<file path="config.mk">
export PLATFORM = sky130hd
export DESIGN_NAME = axi_lite_mem_slave_flat
export DESIGN_NICKNAME = d
export VERILOG_FILES = /design/src/rtl/axi_lite_mem_slave_pkg.sv /design/src/rtl/axi_lite_mem_slave_if.sv /design/src/rtl/axi_lite_mem_slave_capture.sv /design/src/rtl/axi_lite_mem_slave.sv /design/src/flat_wrapper.sv
export SDC_FILE = /design/constraint.sdc
export NUM_CORES = 1
export LEC_CHECK = 0
export ABC_CLOCK_PERIOD_IN_PS = 3400
export CAP_MARGIN = 25
export CORE_UTILIZATION = 50
export CTS_CLUSTER_SIZE = 25
export DETAILED_ROUTE_END_ITERATION = 10
export PLACE_DENSITY = 0.69
export SYNTH_ARGS = -nofsm -noshare
export SYNTH_HDL_FRONTEND = slang
export SYNTH_SLANG_ARGS = --single-unit
</file>
<file path="constraint.sdc">
create_clock -name S_AXI_ACLK -period 3.4 [get_ports S_AXI_ACLK]
set_input_delay 0.51 -clock S_AXI_ACLK [delete_from_list [all_inputs] [get_ports S_AXI_ACLK]]
set_output_delay 0.51 -clock S_AXI_ACLK [all_outputs]
set_load 0.005 [all_outputs]
</file>
<file path="src/rtl/axi_lite_mem_slave_pkg.sv">
// Shared AXI4-Lite responder types: response codes, clog2 and the window address decoder.
package axi_lite_pkg;

  localparam logic [1:0] RESP_OKAY   = 2'b00;
  localparam logic [1:0] RESP_SLVERR = 2'b10;

  typedef struct packed {
    logic        in_range;
    logic [31:0] index;
  } dec_t;

  function automatic int unsigned clog2(input int unsigned v);
    int unsigned r;
    int unsigned x;
    r = 0;
    x = v - 1;
    while (x > 0) begin
      r++;
      x = x >> 1;
    end
    return r;
  endfunction

  // Offset wraps modulo 2^addr_w, so addresses below the base land far out of range.
  function automatic dec_t addr_decode(input logic [63:0] addr, input logic [63:0] base,
                                       input int unsigned addr_w, input int unsigned depth);
    logic [63:0] mask;
    logic [63:0] off;
    dec_t        d;
    mask       = (addr_w >= 64) ? '1 : ((64'd1 << addr_w) - 64'd1);
    off        = (addr - base) & mask;
    d.in_range = off < (64'(depth) << 2);
    d.index    = off[33:2];
    return d;
  endfunction

endpackage

</file>
<file path="src/rtl/axi_lite_mem_slave_if.sv">
// AXI4-Lite bus bundle between an initiator (master) and axi_lite_mem_slave (slave).
interface axi_lite_mem_slave_if #(
  parameter int unsigned ADDR_W = 32,
  parameter int unsigned DATA_W = 32
);
  logic [ADDR_W-1:0]   S_AXI_AWADDR;
  logic [2:0]          S_AXI_AWPROT;
  logic                S_AXI_AWVALID;
  logic                S_AXI_AWREADY;
  logic [DATA_W-1:0]   S_AXI_WDATA;
  logic [DATA_W/8-1:0] S_AXI_WSTRB;
  logic                S_AXI_WVALID;
  logic                S_AXI_WREADY;
  logic [1:0]          S_AXI_BRESP;
  logic                S_AXI_BVALID;
  logic                S_AXI_BREADY;
  logic [ADDR_W-1:0]   S_AXI_ARADDR;
  logic [2:0]          S_AXI_ARPROT;
  logic                S_AXI_ARVALID;
  logic                S_AXI_ARREADY;
  logic [DATA_W-1:0]   S_AXI_RDATA;
  logic [1:0]          S_AXI_RRESP;
  logic                S_AXI_RVALID;
  logic                S_AXI_RREADY;

  modport slave (
    input  S_AXI_AWADDR, S_AXI_AWPROT, S_AXI_AWVALID, output S_AXI_AWREADY,
    input  S_AXI_WDATA, S_AXI_WSTRB, S_AXI_WVALID,    output S_AXI_WREADY,
    output S_AXI_BRESP, S_AXI_BVALID,                 input  S_AXI_BREADY,
    input  S_AXI_ARADDR, S_AXI_ARPROT, S_AXI_ARVALID, output S_AXI_ARREADY,
    output S_AXI_RDATA, S_AXI_RRESP, S_AXI_RVALID,    input  S_AXI_RREADY
  );

  modport master (
    output S_AXI_AWADDR, S_AXI_AWPROT, S_AXI_AWVALID, input  S_AXI_AWREADY,
    output S_AXI_WDATA, S_AXI_WSTRB, S_AXI_WVALID,    input  S_AXI_WREADY,
    input  S_AXI_BRESP, S_AXI_BVALID,                 output S_AXI_BREADY,
    output S_AXI_ARADDR, S_AXI_ARPROT, S_AXI_ARVALID, input  S_AXI_ARREADY,
    input  S_AXI_RDATA, S_AXI_RRESP, S_AXI_RVALID,    output S_AXI_RREADY
  );
endinterface

</file>
<file path="src/rtl/axi_lite_mem_slave_capture.sv">
// One-entry valid/data capture register; accepts when empty and not held off.
module axi_lite_capture #(
  parameter int unsigned W = 32
) (
  input  logic         clk,
  input  logic         rst_n,
  input  logic         in_valid,
  input  logic [W-1:0] in_data,
  input  logic         hold,
  input  logic         clr,
  output logic         ready,
  output logic         full,
  output logic [W-1:0] data
);
  assign ready = ~full & ~hold;

  always_ff @(posedge clk or negedge rst_n) begin
    if (!rst_n) begin
      full <= 1'b0;
      data <= '0;
    end else if (clr) begin
      full <= 1'b0;
    end else if (in_valid && ready) begin
      full <= 1'b1;
      data <= in_data;
    end
  end
endmodule

</file>
<file path="src/rtl/axi_lite_mem_slave.sv">
// AXI4-Lite responder over a small word memory with a local write notification.
// Define AXIL_SLV_WSTRB_EN to honour WSTRB byte enables; otherwise writes update whole words.
module axi_lite_mem_slave
  import axi_lite_pkg::*;
#(
  parameter int unsigned                  C_S_AXI_ADDR_WIDTH = 32,
  parameter int unsigned                  C_S_AXI_DATA_WIDTH = 32,
  parameter int unsigned                  C_MEM_DEPTH        = 16,
  parameter logic [C_S_AXI_ADDR_WIDTH-1:0] C_BASE_ADDR       = '0
) (
  input  logic                          S_AXI_ACLK,
  input  logic                          S_AXI_ARESETN,
  axi_lite_mem_slave_if.slave           s_axi,
  output logic                          wr_pulse,
  output logic [clog2(C_MEM_DEPTH)-1:0] wr_index
);
  localparam int unsigned IDX_W = clog2(C_MEM_DEPTH);
  localparam int unsigned AW    = C_S_AXI_ADDR_WIDTH;
  localparam int unsigned DW    = C_S_AXI_DATA_WIDTH;
  localparam int unsigned NB    = DW / 8;

  logic [DW-1:0]    mem [C_MEM_DEPTH];
  logic             aw_full, aw_rdy, w_full, w_rdy;
  logic [AW-1:0]    aw_addr;
  logic [DW-1:0]    w_data;
  logic [NB-1:0]    w_strb;
  logic             bvalid, rvalid, arready, commit, ar_hs;
  logic [1:0]       bresp, rresp;
  logic [DW-1:0]    rdata;
  dec_t             wdec, rdec;
  logic [IDX_W-1:0] w_idx, r_idx;

  logic unused_prot;
  assign unused_prot = ^{s_axi.S_AXI_AWPROT, s_axi.S_AXI_ARPROT, wdec.index, rdec.index};

  axi_lite_capture #(.W(AW)) u_aw (
    .clk(S_AXI_ACLK), .rst_n(S_AXI_ARESETN),
    .in_valid(s_axi.S_AXI_AWVALID), .in_data(s_axi.S_AXI_AWADDR),
    .hold(bvalid), .clr(commit), .ready(aw_rdy), .full(aw_full), .data(aw_addr)
  );

  axi_lite_capture #(.W(DW + NB)) u_w (
    .clk(S_AXI_ACLK), .rst_n(S_AXI_ARESETN),
    .in_valid(s_axi.S_AXI_WVALID), .in_data({s_axi.S_AXI_WSTRB, s_axi.S_AXI_WDATA}),
    .hold(bvalid), .clr(commit), .ready(w_rdy), .full(w_full), .data({w_strb, w_data})
  );

  // READYs depend only on state and reset, never on the VALIDs.
  assign s_axi.S_AXI_AWREADY = S_AXI_ARESETN & aw_rdy;
  assign s_axi.S_AXI_WREADY  = S_AXI_ARESETN & w_rdy;
  assign arready             = S_AXI_ARESETN & ~rvalid;
  assign s_axi.S_AXI_ARREADY = arready;

  assign commit = aw_full & w_full & ~bvalid;
  assign ar_hs  = s_axi.S_AXI_ARVALID & arready;
  assign wdec   = addr_decode(64'(aw_addr), 64'(C_BASE_ADDR), AW, C_MEM_DEPTH);
  assign rdec   = addr_decode(64'(s_axi.S_AXI_ARADDR), 64'(C_BASE_ADDR), AW, C_MEM_DEPTH);
  assign w_idx  = wdec.index[IDX_W-1:0];
  assign r_idx  = rdec.index[IDX_W-1:0];

`ifndef AXIL_SLV_WSTRB_EN
  logic unused_strb;
  assign unused_strb = ^w_strb;
`endif

  always_ff @(posedge S_AXI_ACLK or negedge S_AXI_ARESETN) begin
    if (!S_AXI_ARESETN) begin
      for (int i = 0; i < int'(C_MEM_DEPTH); i++) mem[i] <= '0;
    end else if (commit && wdec.in_range) begin
`ifdef AXIL_SLV_WSTRB_EN
      for (int b = 0; b < int'(NB); b++)
        if (w_strb[b]) mem[w_idx][8*b +: 8] <= w_data[8*b +: 8];
`else
      mem[w_idx] <= w_data;
`endif
    end
  end

  always_ff @(posedge S_AXI_ACLK or negedge S_AXI_ARESETN) begin
    if (!S_AXI_ARESETN) begin
      bvalid   <= 1'b0;
      bresp    <= RESP_OKAY;
      wr_pulse <= 1'b0;
      wr_index <= '0;
    end else begin
      wr_pulse <= commit & wdec.in_range;
      if (commit) begin
        bvalid <= 1'b1;
        bresp  <= wdec.in_range ? RESP_OKAY : RESP_SLVERR;
        if (wdec.in_range) wr_index <= w_idx;
      end else if (bvalid && s_axi.S_AXI_BREADY) begin
        bvalid <= 1'b0;
      end
    end
  end

  // mem is sampled before this edge's write lands, so a colliding read sees old data.
  always_ff @(posedge S_AXI_ACLK or negedge S_AXI_ARESETN) begin
    if (!S_AXI_ARESETN) begin
      rvalid <= 1'b0;
      rresp  <= RESP_OKAY;
      rdata  <= '0;
    end else if (ar_hs) begin
      rvalid <= 1'b1;
      rresp  <= rdec.in_range ? RESP_OKAY : RESP_SLVERR;
      rdata  <= rdec.in_range ? mem[r_idx] : '0;
    end else if (rvalid && s_axi.S_AXI_RREADY) begin
      rvalid <= 1'b0;
    end
  end

  assign s_axi.S_AXI_BVALID = bvalid;
  assign s_axi.S_AXI_BRESP  = bresp;
  assign s_axi.S_AXI_RVALID = rvalid;
  assign s_axi.S_AXI_RRESP  = rresp;
  assign s_axi.S_AXI_RDATA  = rdata;
endmodule
</file>
<file path="src/flat_wrapper.sv">
// flat-port wrapper written by rule: the top's interface ports become plain ports
module axi_lite_mem_slave_flat import axi_lite_pkg::*;
#(
  parameter int unsigned                  C_S_AXI_ADDR_WIDTH = 32,
  parameter int unsigned                  C_S_AXI_DATA_WIDTH = 32,
  parameter int unsigned                  C_MEM_DEPTH        = 16,
  parameter logic [C_S_AXI_ADDR_WIDTH-1:0] C_BASE_ADDR       = '0
)
  (S_AXI_ACLK, S_AXI_ARESETN, wr_pulse, wr_index, s_axi_S_AXI_AWADDR, s_axi_S_AXI_AWPROT, s_axi_S_AXI_AWVALID, s_axi_S_AXI_AWREADY, s_axi_S_AXI_WDATA, s_axi_S_AXI_WSTRB, s_axi_S_AXI_WVALID, s_axi_S_AXI_WREADY, s_axi_S_AXI_BRESP, s_axi_S_AXI_BVALID, s_axi_S_AXI_BREADY, s_axi_S_AXI_ARADDR, s_axi_S_AXI_ARPROT, s_axi_S_AXI_ARVALID, s_axi_S_AXI_ARREADY, s_axi_S_AXI_RDATA, s_axi_S_AXI_RRESP, s_axi_S_AXI_RVALID, s_axi_S_AXI_RREADY);
  axi_lite_mem_slave_if s_axi_i ();
  input  logic S_AXI_ACLK;
  input  logic S_AXI_ARESETN;
  output logic wr_pulse;
  output logic [clog2(C_MEM_DEPTH)-1:0] wr_index;
  input wire logic [$bits(s_axi_i.S_AXI_AWADDR)-1:0] s_axi_S_AXI_AWADDR;
  input wire logic [$bits(s_axi_i.S_AXI_AWPROT)-1:0] s_axi_S_AXI_AWPROT;
  input wire logic [$bits(s_axi_i.S_AXI_AWVALID)-1:0] s_axi_S_AXI_AWVALID;
  output wire logic [$bits(s_axi_i.S_AXI_AWREADY)-1:0] s_axi_S_AXI_AWREADY;
  input wire logic [$bits(s_axi_i.S_AXI_WDATA)-1:0] s_axi_S_AXI_WDATA;
  input wire logic [$bits(s_axi_i.S_AXI_WSTRB)-1:0] s_axi_S_AXI_WSTRB;
  input wire logic [$bits(s_axi_i.S_AXI_WVALID)-1:0] s_axi_S_AXI_WVALID;
  output wire logic [$bits(s_axi_i.S_AXI_WREADY)-1:0] s_axi_S_AXI_WREADY;
  output wire logic [$bits(s_axi_i.S_AXI_BRESP)-1:0] s_axi_S_AXI_BRESP;
  output wire logic [$bits(s_axi_i.S_AXI_BVALID)-1:0] s_axi_S_AXI_BVALID;
  input wire logic [$bits(s_axi_i.S_AXI_BREADY)-1:0] s_axi_S_AXI_BREADY;
  input wire logic [$bits(s_axi_i.S_AXI_ARADDR)-1:0] s_axi_S_AXI_ARADDR;
  input wire logic [$bits(s_axi_i.S_AXI_ARPROT)-1:0] s_axi_S_AXI_ARPROT;
  input wire logic [$bits(s_axi_i.S_AXI_ARVALID)-1:0] s_axi_S_AXI_ARVALID;
  output wire logic [$bits(s_axi_i.S_AXI_ARREADY)-1:0] s_axi_S_AXI_ARREADY;
  output wire logic [$bits(s_axi_i.S_AXI_RDATA)-1:0] s_axi_S_AXI_RDATA;
  output wire logic [$bits(s_axi_i.S_AXI_RRESP)-1:0] s_axi_S_AXI_RRESP;
  output wire logic [$bits(s_axi_i.S_AXI_RVALID)-1:0] s_axi_S_AXI_RVALID;
  input wire logic [$bits(s_axi_i.S_AXI_RREADY)-1:0] s_axi_S_AXI_RREADY;
  assign s_axi_i.S_AXI_AWADDR = s_axi_S_AXI_AWADDR;
  assign s_axi_i.S_AXI_AWPROT = s_axi_S_AXI_AWPROT;
  assign s_axi_i.S_AXI_AWVALID = s_axi_S_AXI_AWVALID;
  assign s_axi_S_AXI_AWREADY = s_axi_i.S_AXI_AWREADY;
  assign s_axi_i.S_AXI_WDATA = s_axi_S_AXI_WDATA;
  assign s_axi_i.S_AXI_WSTRB = s_axi_S_AXI_WSTRB;
  assign s_axi_i.S_AXI_WVALID = s_axi_S_AXI_WVALID;
  assign s_axi_S_AXI_WREADY = s_axi_i.S_AXI_WREADY;
  assign s_axi_S_AXI_BRESP = s_axi_i.S_AXI_BRESP;
  assign s_axi_S_AXI_BVALID = s_axi_i.S_AXI_BVALID;
  assign s_axi_i.S_AXI_BREADY = s_axi_S_AXI_BREADY;
  assign s_axi_i.S_AXI_ARADDR = s_axi_S_AXI_ARADDR;
  assign s_axi_i.S_AXI_ARPROT = s_axi_S_AXI_ARPROT;
  assign s_axi_i.S_AXI_ARVALID = s_axi_S_AXI_ARVALID;
  assign s_axi_S_AXI_ARREADY = s_axi_i.S_AXI_ARREADY;
  assign s_axi_S_AXI_RDATA = s_axi_i.S_AXI_RDATA;
  assign s_axi_S_AXI_RRESP = s_axi_i.S_AXI_RRESP;
  assign s_axi_S_AXI_RVALID = s_axi_i.S_AXI_RVALID;
  assign s_axi_i.S_AXI_RREADY = s_axi_S_AXI_RREADY;
  axi_lite_mem_slave #(.C_S_AXI_ADDR_WIDTH(C_S_AXI_ADDR_WIDTH), .C_S_AXI_DATA_WIDTH(C_S_AXI_DATA_WIDTH), .C_MEM_DEPTH(C_MEM_DEPTH), .C_BASE_ADDR(C_BASE_ADDR)) u_core (.S_AXI_ACLK(S_AXI_ACLK), .S_AXI_ARESETN(S_AXI_ARESETN), .s_axi(s_axi_i), .wr_pulse(wr_pulse), .wr_index(wr_index));
endmodule
</file>
# After elaboration in Yosys (flattened, before gate mapping)
# Index checks and enable logic that the tools add are counted.
[word_totals]
output_inout_bits = 46
in_bits = 113
ff_bits = 621
[op_classes]
n_reduce_logical = 13
magnitude_cmp = 5
bitwise = 16
muxes = 17
[ops]
columns = ["cell", "count"]
rows = [
  ["512-bit bitwise mux", 1],
  ["32-bit binary-select mux with 4-bit select", 1],
  ["32-bit demux with 4-bit select", 1],
  ["32-bit 2-to-1 mux", 4],
  ["32-bit by 7-bit < comparator with 1-bit output (second input constant)", 2],
  ["5-bit >= comparator (second input constant)", 2],
  ["4-bit NOT with 5-bit output", 2],
  ["1-bit bitwise AND", 9],
  ["1-bit 2-to-1 mux", 8],
  ["2-bit nonzero test", 4],
  ["1-bit logical AND", 6],
  ["2-bit AND reduction", 3],
  ["5-bit by 1-bit < comparator with 1-bit output (second input constant)", 1],
  ["1-bit NOT", 5],
  ["2-bit 2-to-1 mux", 2],
]

# Longest topological paths before layout
[depth]
depth_word = 6
ltp_mapped = 7

# Hierarchy
# From an unflattened synthesis, not the netlist that was laid out.
[hier_totals]
cells_unflattened = 1674
hier_area_um2 = 27296.2
[modules_own_cells]
columns = ["mod", "area_per_inst_um2", "cells_each", "n_inst"]
rows = [
  ["axi_lite_mem_slave", 24626.1, 1520, 1],
  ["axi_lite_capture at u_core.u_w", 1407.6, 81, 1],
  ["axi_lite_capture at u_core.u_aw", 1262.5, 73, 1],
]

# Worst setup path before layout
# No wires, ideal clock.
[synth_path]
path_kind = "input to register"
startpoint = "input port s_axi_S_AXI_ARADDR[2]"
endpoint = "register u_core.rdata[23] (netlist: u_core.s_axi.S_AXI_RDATA[23])"
setup_ns = 0.121
required_time_ns = 3.279
cell_stages = 6
arrival_time_ns = 2.270
path_buffers = 2
slack_ns = 1.009
path_cell_list = "clkbuf_1 > buf_1 > mux4_2 > a22oi_1 > nand2_1 > a22o_1"
[synth_via]
elab_chain_cells = 5
word_cells_on_any_way = 6
classes_between = "1 x order compare; 4 x mux; 1 x bitwise"
[synth_rtl]
columns = ["element", "line", "rtl"]
rows = [
  ["start: declaration", "flat_wrapper.sv:26", "input wire logic [$bits(s_axi_i.S_AXI_ARADDR)-1:0] s_axi_S_AXI_ARADDR;"],
  ["parallel branches: the longest is 4 deep, another holds 32-bit by 7-bit < comparator with 1-bit output", "--", ""],
  ["32-bit 2-to-1 mux (*)", "axi_lite_mem_slave.sv:106", "rdata <= rdec.in_range ? mem[r_idx] : '0;"],
  ["end signal: assignment", "axi_lite_mem_slave.sv:106", ""],
  ["end: declaration", "axi_lite_mem_slave.sv:29", "logic [DW-1:0] rdata;"],
]
# Mark *: on every way between the ends. The select of a mux whose other input is x is not followed.
# A chain may end at the register's enable or synchronous reset.

# Worst setup path after layout
[layout_path]
startpoint = "input port S_AXI_ARESETN"
endpoint = "output port s_axi_S_AXI_ARREADY"
[layout_via]
elab_chain_cells = 1
[layout_rtl]
columns = ["element", "line", "rtl"]
rows = [
  ["start: declaration", "flat_wrapper.sv:12", "input logic S_AXI_ARESETN;"],
  ["1-bit bitwise AND", "axi_lite_mem_slave.sv:51", "assign arready = S_AXI_ARESETN & ~rvalid;"],
  ["end: declaration", "flat_wrapper.sv:29", "output wire logic [$bits(s_axi_i.S_AXI_ARREADY)-1:0] s_axi_S_AXI_ARREADY;"],
]
# Every way passes these cells.

==> impl_metrics.env <==
export IMPL_ir_drop_mv=0.447
export IMPL_ys_top_cells_by_count="617 x dfrtp_1, 488 x mux2_2, 128 x mux4_2"
export IMPL_synth_top_cells_by_area="dfrtp_1 57%, mux2_2 20%, mux4_2 11%, mux2_1 3.8%, a22oi_1 1.7%"
export IMPL_final_antenna_net_count=0
export IMPL_synth_area_leader_cell="dfrtp_1"
export IMPL_reg2reg_slack_ns=0.80
export IMPL_wl_per_cell_um=25.3
export IMPL_die_w_um=234
export IMPL_yosys_area_share_adder_pct=0
export IMPL_fin_crit_ns=2.63
export IMPL_place_gp_congestion=0.733
export IMPL_grtUsageTotal_pct=24.3
export IMPL_cts_tree="done"
export IMPL_max_freq_mhz=380
export IMPL_dp_hpwl_mm=36.9
export IMPL_cp_start_kind="input pin"
export IMPL_power_leakage_nw=15.0
export IMPL_p_per_area_nw_per_um2=553
export IMPL_yosys_warnings=0
export IMPL_worstSetupEndpointType="primary output"
export IMPL_ys_types=31
export IMPL_clockBufferDepth=3
export IMPL_grt_pass1_wl_mm=98.9
export IMPL_grt_max_degree=185
export IMPL_synth_mux_area_share_pct=34.9
export IMPL_synth_top_family_by_area="multiplexers"
export IMPL_synth_top_cell_area_share_pct=57.2
export IMPL_drive_gt1_share_pct=44.0
export IMPL_slew_violations=0
export IMPL_htreeDepth=3
export IMPL_max_cap_violations=0
export IMPL_num_vias=15000
export IMPL_cts_root_buf="clkbuf_16"
export IMPL_ys_async_sr_fraction_pct=100
export IMPL_numCtsBuffers=66
export IMPL_clk_latency_ns=0.59
export IMPL_fin_crit_sh_pct=77.4
export IMPL_setup_violations=0
export IMPL_synth_cells=1659
export IMPL_core_um2=53000
export IMPL_clk_transition_reported_paths_ns=0.06
export IMPL_fin_skew_ns=0.0145
export IMPL_post_cts_setup_buffers=0
export IMPL_synth_compound_area_share_pct=2.87
export IMPL_io_buffers=142
export IMPL_rows=84
export IMPL_syn_area_um2=27000
export IMPL_yosysSeqAreaShare_pct=57.2
export IMPL_critPathKind="input pin to primary output"
export IMPL_multi_input_area_um2=11000
export IMPL_place_inst=2406
export IMPL_cp_data_required_time_ns=2.89
export IMPL_synthXorXnorAreaFrac_pct=0
export IMPL_area_growth_pct=16.7
export IMPL_drc=0
export IMPL_crit_chain="dlygate4sd3_1, buf_8, nor2b_1, clkdlybuf4s50_1"
export IMPL_die_y_um=234
export IMPL_hold_violations=0
export IMPL_first_pass_iters=4
export IMPL_worst_path_max_delay_cell="dlygate4sd3_1"
export IMPL_tns_ns=0
export IMPL_wirelength_mm=63.8
export IMPL_synth_most_common_cell="dfrtp_1"
export IMPL_critPathMaxFanout=19
export IMPL_hold_class="input pin to async pin"
export IMPL_worstMarginPinSlew_ns=1.09
export IMPL_yosys_register_bits=617
export IMPL_drt_iter0_drc=987
export IMPL_grt_antenna_before_repair=1
export IMPL_grt_pass1_vias=16200
export IMPL_yosys_area_share_simple_pct=2.52
export IMPL_slowest_delay_ns=0.56
export IMPL_status="complete, no violations"
export IMPL_cts_repair_resized=0
export IMPL_dieArea_um2=54900
export IMPL_start_util_pct=50.9
export IMPL_synth_top_flop_cell="dfrtp_1"
export IMPL_slew_headroom_pct=27.2
export IMPL_io_pins=159
export IMPL_clock_sinks=617
export IMPL_arrival_ns=2.12
export IMPL_rsz0062_at_grt="no"
export IMPL_hold_buffers=1
export IMPL_fill_cells=4071
export IMPL_nNetsFinal=1900
export IMPL_synth_enable_flop_cells=0
export IMPL_layout_cells_non_filler=2521
export IMPL_vias_per_cell=5.97
export IMPL_antenna_cells=0
export IMPL_final_seq_area_um2=15400
export IMPL_grt_overflow=0
export IMPL_synth_area_per_cell_um2=16.3
[logic make-up (layout without fill, tap and decap cells)]
group,Yosys count,in the layout
multiplexers,709,709
flip-flops,617,617
buffers and inverters,142,315
AO/OA/AOI/OAI,99,99
AND/OR/NAND/NOR,91,91
other,1,2
[where the power goes]
group          switching [mW]  internal (mW)
Combinational           0.734          0.704
Clock                    2.90           4.33
Sequential               1.03           7.73
Total                    4.67           12.8
[flip-flops by register name (all words and copies together) (netlist names), 4 cells and up]
register	flops
u_core.mem	512
u_core.s_axi.S_AXI_RDATA	32
u_core.u_w.data	32
u_core.u_aw.data	30
u_core.wr_index	4
[layout make-up]
type                    instances  area share [%]
flip-flops and latches        617            49.0
multi-input cells             901            34.9
repair buffers                198            6.47
clock buffers                  87            5.93
well taps                     688            2.73
clock inverters                27           0.961
inverters                       3          0.0357
[cells in the final DEF, fill, tap and decap left out, drive strengths merged, types with 2 or more instances in the layout]
cell and instances:
nand2 36, or2 2, mux2 578, clkinv 18, nor4 28, inv 5
mux4 128, a22o 32, conb 2, nand4 3, dfrtp 617, buf 57
a22oi 62, mux2i 3, a21oi 3, clkdlybuf4s50 139, clkbuf 88, nor2b 3
bufinv 6, nand2b 4, nor3b 2, nor2 10
[worst max-delay path: cells and delay by family]
kind                   cells  cell delay (ns)
and+or+nand+nor            1             0.25
buffers and inverters      3             1.34
[routing by layer]
metal / wire (µm) / up-vias / global-route usage [%] / share of wire, %
li1: - / 6470 / - / -
met1: 28300 / 8180 / 33.2 / 44
met3: 2450 / 98 / 4.38 / 3.8
met2: 31600 / 295 / 40.0 / 50
met4: 1480 / 0 / 6.73 / 2.3
met5: 0 / - / 0 / 0
[path summary, 6_finish.rpt]
check / start / end / cells after the start
worst min register to register: u_core.mem[221] / u_core.mem[221] / 1
worst min-delay path: S_AXI_ARESETN / u_core.u_aw.data[30] / 2
worst max register to register: u_core.u_aw.data[20] / u_core.mem[12] / 6
max in group asynchronous: S_AXI_ARESETN / u_core.s_axi.S_AXI_RDATA[19] / 4
min in group S_AXI_ACLK: s_axi_S_AXI_BREADY / u_core.s_axi.S_AXI_BVALID / 2
worst max-delay path: S_AXI_ARESETN / s_axi_S_AXI_ARREADY / 4
[stage by stage]
step | area (µm²) | util, % | setup slack, ns | power, mW | hold WS (ns)
6_report | 31500 | 59.5 | 0.767 | 17.4 | 0.356
3_3_place_gp | 29300 | 55.4 | 0.581 | 10.2 | 0.376
5_1_grt | 31500 | 59.5 | 0.620 | 18.1 | 0.340
3_5_place_dp | 29300 | 55.4 | 0.546 | 10.3 | 0.379
2_1_floorplan | 27000 | - | 1.01 | 9.48 | 0.214
4_1_cts | 31500 | 59.5 | 0.754 | 17.6 | 0.328
(Power assumes the default switching activity.)
